--- src/rtl/rv32i_pkg.sv ---
// rv32i_pkg: shared constants, opcodes and fetch FSM state type for the rv32i core
package rv32i_pkg;
  localparam logic [31:0] NOP_INSTR = 32'h0000_0013;
  localparam logic [6:0] OP     = 7'b0110011;
  localparam logic [6:0] OP_IMM = 7'b0010011;
  localparam logic [6:0] LOAD   = 7'b0000011;
  localparam logic [6:0] STORE  = 7'b0100011;
  localparam logic [6:0] BRANCH = 7'b1100011;
  typedef enum logic [1:0] {FETCH, WAIT, DRAIN} fetch_state_t;
endpackage

--- src/rtl/if_id_reg.sv ---
// if_id_reg: fetch-to-decode slot register with valid/ready hold and flush
module if_id_reg (
  input  logic        clk,
  input  logic        rst,
  input  logic        load,
  input  logic        flush,
  input  logic        ready,
  input  logic [31:0] in_pc,
  input  logic [31:0] in_instr,
  output logic        valid,
  output logic [31:0] pc,
  output logic [31:0] instr
);
  import rv32i_pkg::*;
  logic [31:0] instr_q;
  // flush beats load, load beats consume; contents only change on a real load
  always_ff @(posedge clk or posedge rst) begin
    if (rst) begin
      valid   <= 1'b0;
      pc      <= '0;
      instr_q <= NOP_INSTR;
    end else begin
      valid <= flush ? 1'b0 : load ? 1'b1 : (valid && ready) ? 1'b0 : valid;
      if (load && !flush) begin
        pc      <= in_pc;
        instr_q <= in_instr;
      end
    end
  end
  assign instr = valid ? instr_q : NOP_INSTR;
endmodule

--- src/rtl/instr_fetch.sv ---
// instr_fetch: rv32i fetch stage, one outstanding imem request; IFETCH_ALIGN_CHECK_EN adds sticky fetch_err
module instr_fetch #(
  parameter logic [31:0] RESET_PC = 32'h0000_0000
) (
  input  logic        clk,
  input  logic        rst,
  output logic        imem_req_valid,
  input  logic        imem_req_ready,
  output logic [31:0] imem_addr,
  input  logic        imem_rsp_valid,
  input  logic [31:0] imem_rsp_data,
  input  logic        redirect_valid,
  input  logic [31:0] redirect_pc,
  output logic        out_valid,
  input  logic        out_ready,
  output logic [31:0] out_pc,
  output logic [31:0] out_instr,
  output logic [6:0]  out_opcode
`ifdef IFETCH_ALIGN_CHECK_EN
  ,
  output logic        fetch_err
`endif
);
  import rv32i_pkg::*;
  fetch_state_t state, state_n;
  logic [31:0] pc, pc_n, req_pc, target;
  logic hs;
  assign target         = redirect_pc & 32'hFFFF_FFFC;
  assign imem_req_valid = (state == FETCH) && (!out_valid || out_ready);
  assign imem_addr      = pc;
  assign hs             = imem_req_valid && imem_req_ready;
  // next state and pc; a redirect always wins and kills whatever is in flight
  always_comb begin
    state_n = state;
    pc_n    = redirect_valid ? target : hs ? pc + 32'd4 : pc;
    if (state == FETCH)
      state_n = hs ? (redirect_valid ? DRAIN : WAIT) : FETCH;
    else if (state == WAIT)
      state_n = imem_rsp_valid ? FETCH : redirect_valid ? DRAIN : WAIT;
    else
      state_n = imem_rsp_valid ? FETCH : DRAIN;
  end
  // state, pc and the address of the outstanding request
  always_ff @(posedge clk or posedge rst) begin
    if (rst) begin
      state  <= FETCH;
      pc     <= RESET_PC;
      req_pc <= '0;
    end else begin
      state <= state_n;
      pc    <= pc_n;
      if (hs) req_pc <= pc;
    end
  end
  if_id_reg u_slot (
    .clk      (clk),
    .rst      (rst),
    .load     (state == WAIT && imem_rsp_valid),
    .flush    (redirect_valid),
    .ready    (out_ready),
    .in_pc    (req_pc),
    .in_instr (imem_rsp_data),
    .valid    (out_valid),
    .pc       (out_pc),
    .instr    (out_instr)
  );
  assign out_opcode = out_instr[6:0];
`ifdef IFETCH_ALIGN_CHECK_EN
  // sticky flag for any misaligned redirect target
  always_ff @(posedge clk or posedge rst) begin
    if (rst) fetch_err <= 1'b0;
    else     fetch_err <= fetch_err | (redirect_valid && redirect_pc[1:0] != 2'b00);
  end
`endif
endmodule

--- config.mk ---
export PLATFORM = sky130hd
export DESIGN_NAME = instr_fetch
export DESIGN_NICKNAME = d
export VERILOG_FILES = /design/src/rtl/rv32i_pkg.sv /design/src/rtl/if_id_reg.sv /design/src/rtl/instr_fetch.sv
export SDC_FILE = /design/constraint.sdc
export NUM_CORES = 1
export LEC_CHECK = 0
export CORE_MARGIN = 2
export CORE_UTILIZATION = 40
export CTS_BUF_LIST = sky130_fd_sc_hd__clkbuf_8 sky130_fd_sc_hd__clkbuf_16
export CTS_CLUSTER_DIAMETER = 100
export DETAILED_ROUTE_END_ITERATION = 10
export PLACE_DENSITY = 0.7
export SYNTH_ARGS = -nofsm -noshare
export SYNTH_HDL_FRONTEND = slang
export SYNTH_SLANG_ARGS = --single-unit
--- constraint.sdc ---
create_clock -name clk -period 10.7 [get_ports clk]
set_input_delay 2.14 -clock clk [delete_from_list [all_inputs] [get_ports clk]]
set_output_delay 2.14 -clock clk [all_outputs]
set_load 0.01 [all_outputs]
* After elaboration in Yosys (flattened, before gate mapping)
Cells that the tools add are included.
** Cells by class
- Add/sub/neg operators :: 1
- Equal/unequal tests :: 1
- Muxes and demuxes :: 12
- Reduce and logical (&&, ||, !) cells :: 11
** Operators with widths (count)
- $mux 32 :: 3
- $add 32x3->32 const B :: 1
- $mux 2 :: 6
- $logic_and 1x1->1 :: 5
- $mux 1 :: 3
- $reduce_bool 3->1 :: 1
- $eq 2x1->1 const B :: 1
- $logic_not 1->1 :: 2
- $logic_not 2->1 :: 1
- $reduce_bool 2->1 :: 1
- $logic_or 1x1->1 :: 1
** Word-level totals
- Flip-flop bits (word level) :: 131
- Bits of input ports :: 70
- Output and inout bits :: 105

* Depth between registers and ports, before layout
- Depth in word-level cells :: 6
- Mapped depth :: 6
- Depth with buffers taken out :: 6

* Cells and area by module
From an unflattened synthesis, not the netlist that was laid out.
** Unflattened totals
- Cell total of the unflattened synthesis :: 492
- Area, all modules :: 6177.2 um^2
** By module, submodules not included
- instr_fetch :: times used 1, cells an instance 316, area each 3216.8 um^2, sequential area each 1551.5 um^2
- if_id_reg :: times used 1, cells an instance 176, area each 2960.3 um^2, sequential area each 1630.3 um^2

* Worst setup path after synthesis
Ideal clock, no wire load.
- Path kind :: input -> output
- Start :: input out_ready
- End :: output imem_req_valid
- Arrival :: 2388 ps
- Required time :: 8560 ps
- Setup slack :: 6172 ps
- Stages :: 2
- Path buffers :: 0
- Cell sequence :: nor2b_1 nor2_1
** Between the ends
- Longest elaborated chain between the ends :: 2
** RTL lines
- from (decl) :: RTL line instr_fetch.sv:15 : input logic out_ready,
- $logic_or 1x1->1 :: RTL line instr_fetch.sv:29 : assign imem_req_valid = (state == FETCH) && (!out_valid || out_ready);
- $logic_and 1x1->1 :: RTL line instr_fetch.sv:29
- to (decl) :: RTL line instr_fetch.sv:7 : output logic imem_req_valid,
No other way between the ends.

* Worst setup path after layout
Same ends and word-level chain as after synthesis.

==> results.py <==
metrics = {
    "global_route": {
        "grt_overflow": 0,
        "grt_max_degree": 75,
        "grt_pass1_vias": 4416,
        "grt_pass1_wl_mm": 22.4,
        "antenna_found_initial": 0,
        "grt_use_total_pct": 19.7,
    },
    "timing": {
        "fin_crit_ns": 5.56,
        "tightestPinTransition_ns": 0.939,
        "rsz0062_at_grt": "false",
        "post-route-worst-setup-slack_ns": 5.14,
        "whs_ns": 0.469,
        "hold_viol": 0,
        "max_freq_mhz": 180,
        "slew_viol_final": 0,
        "max_slew_margin_pct": 37.4,
        "tns_ns": 0,
        "finClkSkew_ns": 0.00515,
        "setup_viol": 0,
        "finalCritPeriodShare_pct": 51.9,
    },
    "power": {
        "power_mw": 1.65,
        "p_per_area_nw_per_um2": 208,
        "p_comb_share_pct": 24.8,
        "switching_power_uw": 441,
        "intPower_mw": 1.20,
        "p_sw_share_pct": 26.8,
        "vdd_drop_max_v": 0.0000912,
        "p_seq_share_pct": 43.6,
        "clock_power_share_pct": 31.7,
        "p_leak_nw": 3.44,
    },
    "worst_setup_path": {
        "r2r_cells": 5,
        "cp.required_ns": 8.56,
        "critPathMaxStageDelay_ns": 0.55,
        "r2r_end": "imem_addr[29]",
        "crit_fanout": 3,
        "critical-path-top-delay-family": "buffers and inverters",
        "slowest_stage": "clkdlybuf4s50_1",
        "worst-path-stages": 4,
        "r2r_slack_ns": 8.02,
        "rr_startpoint": "u_slot.valid",
        "path_cells": "clkdlybuf4s50_1 -> nor2b_1 -> nor2_1 -> clkdlybuf4s50_1",
        "cp-end-kind": "output pin",
        "endpoint": "imem_req_valid",
        "crit_buf_inv": 2,
        "cp_data_arrival_time_ns": 3.42,
        "worst_path_most_repeated_cell": "clkdlybuf4s50_1",
        "startpoint": "out_ready",
        "worstSetupPathType": "in2out",
        "cp-start-kind": "input pin",
    },
    "routing": {
        "ant_nets": 0,
        "avgViaCountPerCell": 5.04,
        "dr.first_iter.drc_count": 266,
        "vias": 4396,
        "drt-total-wl_mm": 14.1,
        "dr.pass1.iters": 4,
        "drc": 0,
        "wire_per_inst_um": 16.1,
    },
    "final_layout": {
        "stdcell_count": 873,
        "drive_gt1_share_pct": 15.6,
        "mostFrequentLayoutCells": "clkdlybuf4s50_1, dfrtp_1, nand2_1",
        "final_common_cell": "clkdlybuf4s50_1",
        "n_antenna_cell": 0,
        "nNetsFinal": 751,
        "syn2layout_area_growth_pct": 41.9,
    },
    "die": {
        "fp.coreArea_sq_um": 13700,
        "die_x_um": 122,
        "die_y_um": 122,
        "ios": 175,
        "start_util_pct": 40.6,
        "die_area_sq_um": 14900,
        "rows": 43,
    },
    "place": {
        "pre_cts_ws_ns": 5.12,
        "place_inst": 841,
        "place.gp.congestion": 0.813,
        "port_buffers": 168,
        "dp_hpwl_mm": 9.83,
    },
    "hold_path": {
        "hold_path_startpoint": "req_pc[2]",
        "hold_class": "reg2reg",
    },
    "job": {
        "cap_violations": 0,
    },
    "clock_tree": {
        "numCtsBuffers": 17,
        "cts.sinks": 125,
        "clk_latency_ns": 0.41,
        "clk_path_buf_depth": 2,
        "cts_tree": "yes",
        "clk_pin_slew_ns": 0.05,
        "cts_resized": 0,
        "cts_root_buf": "clkbuf_16",
        "htree_levels": 4,
        "cts_hold_buf": 0,
        "post_cts.repair.setup_buffers": 0,
    },
    "yosys": {
        "synth_mux_area_share_pct": 12.9,
        "ys_warn_count": 0,
        "avgSynthCellArea_sq_um": 10.7,
        "ys_seq_area_share_pct": 56.2,
        "yosys.area_share.simple_pct": 19.6,
        "synthAdderAreaFrac_pct": 0.224,
        "ys_top_cells_by_area": "dfrtp_1, mux2_2, nand2_1",
        "yosysTopAreaCell": "dfrtp_1",
        "synth_top_area_share_pct": 54.8,
        "synthXorXnorAreaFrac_pct": 3.46,
        "synth_compound_area_share_pct": 3.93,
        "synth_top_family_by_area": "simple AND/OR/NAND/NOR gates",
        "synth_cells": 521,
        "syn_area_sq_um": 5570,
        "synth_cell_types": 39,
        "synth.ff_latch_count": 125,
    },
    "run_status": {
        "status": "finished, final reports clean",
    },
}
-- synth_stat cells (all sizes together) --
cell and number:
a21o 1, a21oi 2, a31oi 6, and2 31
and3 9, and4 3, buf 18, clkbuf 18
clkinv 1, conb 1, dfrtp 122, dfstp 3
ha 1, inv 5, mux2 63, mux2i 1
nand2 122, nand2b 4, nand3 12, nand4 10
nor2 11, nor2b 1, nor3 5, nor4 7
o211ai 1, o21ai 30, o22ai 1, or2 1
or3 6, or4 3, xnor2 13, xor2 9
-- sequential cells by signal (all words and copies together) (netlist names) --
signal and count:
state 2, req_pc 30, u_slot.instr_q 32, u_slot.valid 1, imem_addr 30, u_slot.pc 30
-- final cells by class --
type                    count  area, sq um
inverters                   6         25.0
multi-input cells         357         2250
clock buffers              23          508
well taps                 180          225
repair buffers            173         1720
fillers                  1166         5810
flip-flops and latches    125         3130
clock inverters             9         43.8
-- how the worst min path moves through the flow --
stage                             to  slack [ns]  cells after the start
final                      req_pc[2]        0.47                      2
after global routing      req_pc[28]        0.49                      2
after CTS                  req_pc[6]        0.47                      2
after detailed placement   req_pc[7]        0.46                      2
after global placement     req_pc[6]        0.45                      2
after floorplan           req_pc[31]        0.44                      2
-- per-layer routing --
layer	part of all wire, %	GRT usage, %
met5	0	0
met2	46	31.4
met1	44	25.4
met4	2.4	8.48
met3	7.6	4.96
-- through the flow --
stage               util, %  cell area (sq um)
global placement       53.6               7360
floorplan                 -               5590
global route           57.6               7910
CTS                    57.6               7910
detailed placement     53.6               7360
finish                 57.6               7910
-- cells by family (layout without fill, tap and decap cells) --
group | Yosys count | in the layout
AOI/OAI and AO/OA | 41 | 41
xor gates and xnor gates | 22 | 22
adders and majority gates | 1 | 1
buffers and inverters | 42 | 211
DFF | 125 | 125
muxes | 64 | 64
other | 1 | 4
and+or+nand+nor | 225 | 225
-- power groups by stage --
| stage | clock, mW | combinational [mW] | sequential (mW) |
|---|---|---|---|
| 2_1_floorplan | 0 | 0.178 | 0.731 |
| 3_3_place_gp | 0 | 0.403 | 0.717 |
| 3_5_place_dp | 0 | 0.412 | 0.725 |
| 4_1_cts | 0.535 | 0.414 | 0.718 |
| 5_1_grt | 0.556 | 0.443 | 0.740 |
| 6_report | 0.521 | 0.407 | 0.717 |
-- tightest hold or removal path, stage by stage (launching register included) --
cell     delay, ns
dfrtp_1       0.33
nand2_1       0.05
nand2_1       0.05
Note: power is estimated with default switching activity, not from simulation.
==> RTL change 1 (same settings) <==
The 3 states of `fetch_state_t` get a one-hot encoding in 3 bits.
--- a/src/rtl/rv32i_pkg.sv
+++ b/src/rtl/rv32i_pkg.sv
@@ -6,6 +6,6 @@
   localparam logic [6:0] LOAD   = 7'b0000011;
   localparam logic [6:0] STORE  = 7'b0100011;
   localparam logic [6:0] BRANCH = 7'b1100011;
-  typedef enum logic [1:0] {FETCH, WAIT, DRAIN} fetch_state_t;
+  typedef enum logic [2:0] {FETCH = 3'b001, WAIT = 3'b010, DRAIN = 3'b100} fetch_state_t;
 endpackage
 
Check against the original RTL: same outputs for any inputs over 4 cycles, from zero or initial values and one cycle with rst high; so few cycles prove little.
==> RTL change 1 against the original RTL <==
  * Maximum frequency shrank 2.3%
  * Synthesized area grew 1.6%
  * Register-to-register slack lost 0.02 ns
  * Sequential cell count grew 1
  * Critical endpoint unchanged
  * Critical path type unchanged
  * Worst hold slack gained 0.011 ns
  * Sequential share of layout area is essentially flat
  * Wire length shrank 8.7%
  * Design area grew 0.85%
  * Power shrank 4.0%
  * Worst setup slack lost 0.13 ns
  * Largest power group unchanged
==> RTL change 1: results (changes against the original RTL) <==
## Hold path
• **Worst Hold Launch** req_pc[8]$_DFFE_PP0P_
• **hold-critical path endpoint** req_pc[8]$_DFFE_PP0P_
• **number of cells on the worst hold path** 2, unchanged
• **worst min path class** flip-flop to flip-flop

## Setup path
• **Worst EP arrival** 3.55 ns, +0.13 ns
• **Critical R2R Capture** req_pc[26]$_DFFE_PP0P_
• **minimum setup slack among reg-to-reg paths** 8.00 ns, -0.02 ns
• **critical path peak fanout** 4, +1
• **max incr delay on CP** 0.57 ns, +0.02 ns
• **depth of the worst register-to-register path** 4, -1
• **slowest CP cell** clkdlybuf4s50_1
• **FF-to-FF Start** u_slot.valid$_DFFE_PP0P_

## Detailed routing
• **detailed-routed wire length on met3** 1220 um, +14%
• **routed metal-1 wire length** 5510 um, -11%
• **detail-routed via count per cell** 4.92, -2.3%
• **total wire length** 12800 um, -8.7%
• **total met2 wirelength after detailed routing** 5930 um, -8.5%
• **number of search-and-repair iterations in the first detailed-routing pass** 4, unchanged
• **DRC violation total after the first TritonRoute iteration** 153, -42%

## Cells and area
• **antenna cells** 0, unchanged
• **flip-flop count of the largest register after layout** 32, unchanged
• **number of nets in the final layout** 694, -7.6%
• **fraction of final layout cells with drive strength greater than 1** 0.214, +0.0580
• **Largest Register** u_slot.instr_q
• **filler cell count in the final layout** 1158, -0.69%

## Yosys
• **yosys warns** 0, unchanged
• **portion of the post-synthesis area used by sequential elements** 0.557, -0.00442
• **main area contributors after synthesis** dfrtp_1, mux2_2, xnor2_1, and2_1, nand2_1
• **top cell types by occurrence after synthesis** dfrtp_1, mux2_2, nand2_1, and2_1
• **synth unique cells** 41, +5.1%
• **proportion of register bits with asynchronous set or reset after synthesis** 1.00, unchanged

## Global route
• **pin count of the biggest net entering global routing** 68, -9.3%
• **global-route wire length before repair** 20700 um, -7.9%
• **number of global-route vias before repair** 4147, -6.1%
• **Total GRT Usage** 0.178, -0.0182

## Pwr
• **leakage dissipation** 3.42 nW, -0.36%
• **Max VDD drop** 0.141 mV, +55%

## Placement
• **half-perimeter wire length of the detailed placement result** 8600 um, -13%
• **count of port buffers added during placement** 168, unchanged
• **DP Area** 0.00740 mm^2, +0.65%
• **RePlAce Congestion** 0.750, -7.7%
• **Setup WS pre-CTS** 5.02 ns, -0.0987 ns

## CTS
• **H-Tree Depth** 4, unchanged

## Outcome
• **outcome** finished, final reports clean

## Timing
• **worst-case clock skew** 0.00792 ns, +0.00277 ns
• **Slew headroom** 0.314, -0.0603

[RTL change 1: final cells by class]
class	count	area, um^2	share of cell area
clock buffers	20	467	0.0585
clock inverters	12	105	0.0132
inverters	10	40.0	0.00502
multi-input cells	299	2300	0.288
flip-flops and latches	126	3160	0.396
well taps	180	225	0.0282
repair buffers	169	1680	0.211
[RTL change 1: report_power, final]
group          switching [W]  internal (W)  total (W)
registers          0.0000751      0.000617   0.000693
clock network       0.000193      0.000354   0.000548
logic               0.000126      0.000212   0.000338
[RTL change 1: cells by family (layout without fill, tap and decap cells)]
group	count (synthesis)	after routing	synth area share
AO/OA/AOI/OAI	42	42	0.0395
XOR/XNOR	28	28	0.0433
adder cells (fa/ha/maj)	1	1	0.00221
buffers and inverters	46	211	0.0420
flip-flops	126	126	0.557
multiplexers	87	87	0.173
other	1	4	0.000662
AND/OR/NAND/NOR	137	137	0.142
[RTL change 1: per-stage QoR]
step | hold slack (ns) | instances
finish | 0.480 | 816
global route | 0.508 | 816
detailed placement | 0.470 | 784
floorplan | 0.446 | 471
CTS | 0.482 | 816
global placement | 0.457 | 784
[RTL change 1: critical path, delay by kind of cell]
family                 cells  cell delay [ns]
buffers and inverters      2             1.02
and+or+nand+nor            2             0.38
[RTL change 1: worst max path at each step]
stage	slack (ns)	cells after the start	start	endpoint
2_1_floorplan	5.21	1	rst	imem_addr[10]$_DFFE_PP0P_
3_3_place_gp	5.04	4	out_ready	imem_req_valid
3_5_place_dp	5.02	4	out_ready	imem_req_valid
4_1_cts	5.01	4	out_ready	imem_req_valid
5_1_grt	4.96	4	out_ready	imem_req_valid
6_report	5.01	4	out_ready	imem_req_valid
[RTL change 1: layer usage]
layer	track usage	vias up
li1	-	1902
met1	0.220	1963
met2	0.283	137
met3	0.0710	13
met4	0.0661	0
met5	0	-
==> RTL change 2 (same flow settings) <==
Without the edit above. Build with the macro `IFETCH_ALIGN_CHECK_EN` defined.
--- a/src/rtl/instr_fetch.sv
+++ b/src/rtl/instr_fetch.sv
@@ -1,4 +1,6 @@
 // instr_fetch: rv32i fetch stage, one outstanding imem request; IFETCH_ALIGN_CHECK_EN adds sticky fetch_err
+`define IFETCH_ALIGN_CHECK_EN
+
 module instr_fetch #(
   parameter logic [31:0] RESET_PC = 32'h0000_0000
 ) (
Function (old outputs only; new: fetch_err): kept (equiv_simple and equiv_induct, registers matched by name and starting in step).
==> RTL change 2 against the original RTL <==
  * Wire length down 3.5%
  * Critical path depth stayed put
  * First-iteration DRC count shrank 19%
  * Final cell count shrank 0.34%
  * Sequential cell count is 1 higher
  * Design area up 1.3%
  * Power increased by 4.1%
  * Global-route usage down 0.69 points
  * Synthesized area increased by 0.27%
  * Count of clock-buffer cells in the layout unchanged
  * Worst setup slack got worse by 0.14 ns
  * Largest cell class unchanged
  * Largest power group unchanged
  * Highest routed layer unchanged
==> RTL change 2: results (changes against the original RTL) <==
## Timing
• **Worst Hold Slack** 0.467 ns, -0.00218 ns
• **worst setup margin** 5.00 ns, -0.145 ns
• **worst-case clock skew** 0.00700 ns, +0.00185 ns

## Placement
• **count of port buffers added during placement** 171, +1.8%
• **Setup WS pre-CTS** 4.99 ns, -0.128 ns
• **RePlAce Congestion** 0.788, -3.1%
• **half-perimeter wire length of the detailed placement result** 9400 um, -4.4%
• **DP Area** 0.00739 mm^2, +0.44%
• **total placed cells including tap cells** 838, -0.36%

## Yosys
• **compound-gate portion of the synthesized area** 0.0313, -0.00794
• **portion of the post-synthesis area used by sequential elements** 0.565, +0.00297
• **main area contributors after synthesis** dfrtp_1, mux2_2, nand2_1, and2_1, xnor2_1
• **xor/xnor share of the synthesized area** 0.0439, +0.00931
• **synthesized netlist cell count** 515, -1.2%
• **adder-cell share of the synthesized area** 0.00224, -0.00000603

## Detailed routing
• **detail-routed via count per cell** 4.88, -3.1%

## Cells and area
• **fraction of final layout cells with drive strength greater than 1** 0.155, -0.000772

## Global route
• **global-route wire length before repair** 21700 um, -3.2%
• **Total GRT Usage** 0.190, -0.00694
• **pin count of the biggest net entering global routing** 80, +6.7%

## Setup path
• **Worst EP arrival** 3.56 ns, +0.14 ns
• **critical path peak fanout** 7, +4
• **minimum setup slack among reg-to-reg paths** 8.38 ns, +0.36 ns

## Outcome
• **outcome** finished, final reports clean

## Pwr
• **leakage dissipation** 3.46 nW, +0.69%
• **Max VDD drop** 0.101 mV, +11%
• **internal power** 0.00128 W, +6.1%

## Hold path
• **hold-critical path endpoint** req_pc[3]$_DFFE_PP0P_
• **Worst Hold Launch** req_pc[3]$_DFFE_PP0P_

## RTL change 2: cell count changes in the layout (fill, tap and decap cells not counted), moves of 3 or more
| cell | change |
|---|---|
| a31oi_1 | -5 |
| nand2_1 | +4 |
| o21ai_0 | -6 |
| xnor2_1 | +6 |
| o21ai_1 | +5 |
| and3_1 | -3 |
| clkinv_2 | -3 |
| nor2_1 | -5 |
| or3_1 | -5 |
| bufinv_16 | +3 |
## RTL change 2: worst reg2reg max path, cell delays in order, from the launching register on
cell	delay [ns]
dfrtp_1	0.48
nand3_1	0.18
or4_1	0.77
nor4_1	0.41
xor2_1	0.10
mux2_2	0.27
## RTL change 2: cell type report
| type | count | area [um^2] | share of cell area |
|---|---|---|---|
| Clock buffer | 23 | 508 | 0.0634 |
| Clock inverter | 9 | 115 | 0.0144 |
| Inverter | 5 | 23.8 | 0.00297 |
| Multi-Input combinational cell | 351 | 2240 | 0.279 |
| Sequential cell | 126 | 3160 | 0.394 |
| Tap cell | 180 | 225 | 0.0281 |
| Timing Repair Buffer | 176 | 1740 | 0.218 |
## RTL change 2: power by group through the flow
stage | Combinational (W) | Sequential [W] | Clock [W]
2_1_floorplan | 0.000176 | 0.000733 | 0
3_3_place_gp | 0.000399 | 0.000717 | 0
3_5_place_dp | 0.000409 | 0.000726 | 0
4_1_cts | 0.000411 | 0.000719 | 0.000604
5_1_grt | 0.000439 | 0.000741 | 0.000628
6_report | 0.000404 | 0.000718 | 0.000591
## RTL change 2: routing by layer
| layer | vias up | routed length, um | GRT usage |
|---|---|---|---|
| li1 | 2030 | - | - |
| met1 | 2060 | 5890 | 0.240 |
| met2 | 139 | 6520 | 0.310 |
| met3 | 18 | 954 | 0.0534 |
| met4 | 0 | 211 | 0.0711 |
| met5 | - | 0 | 0 |
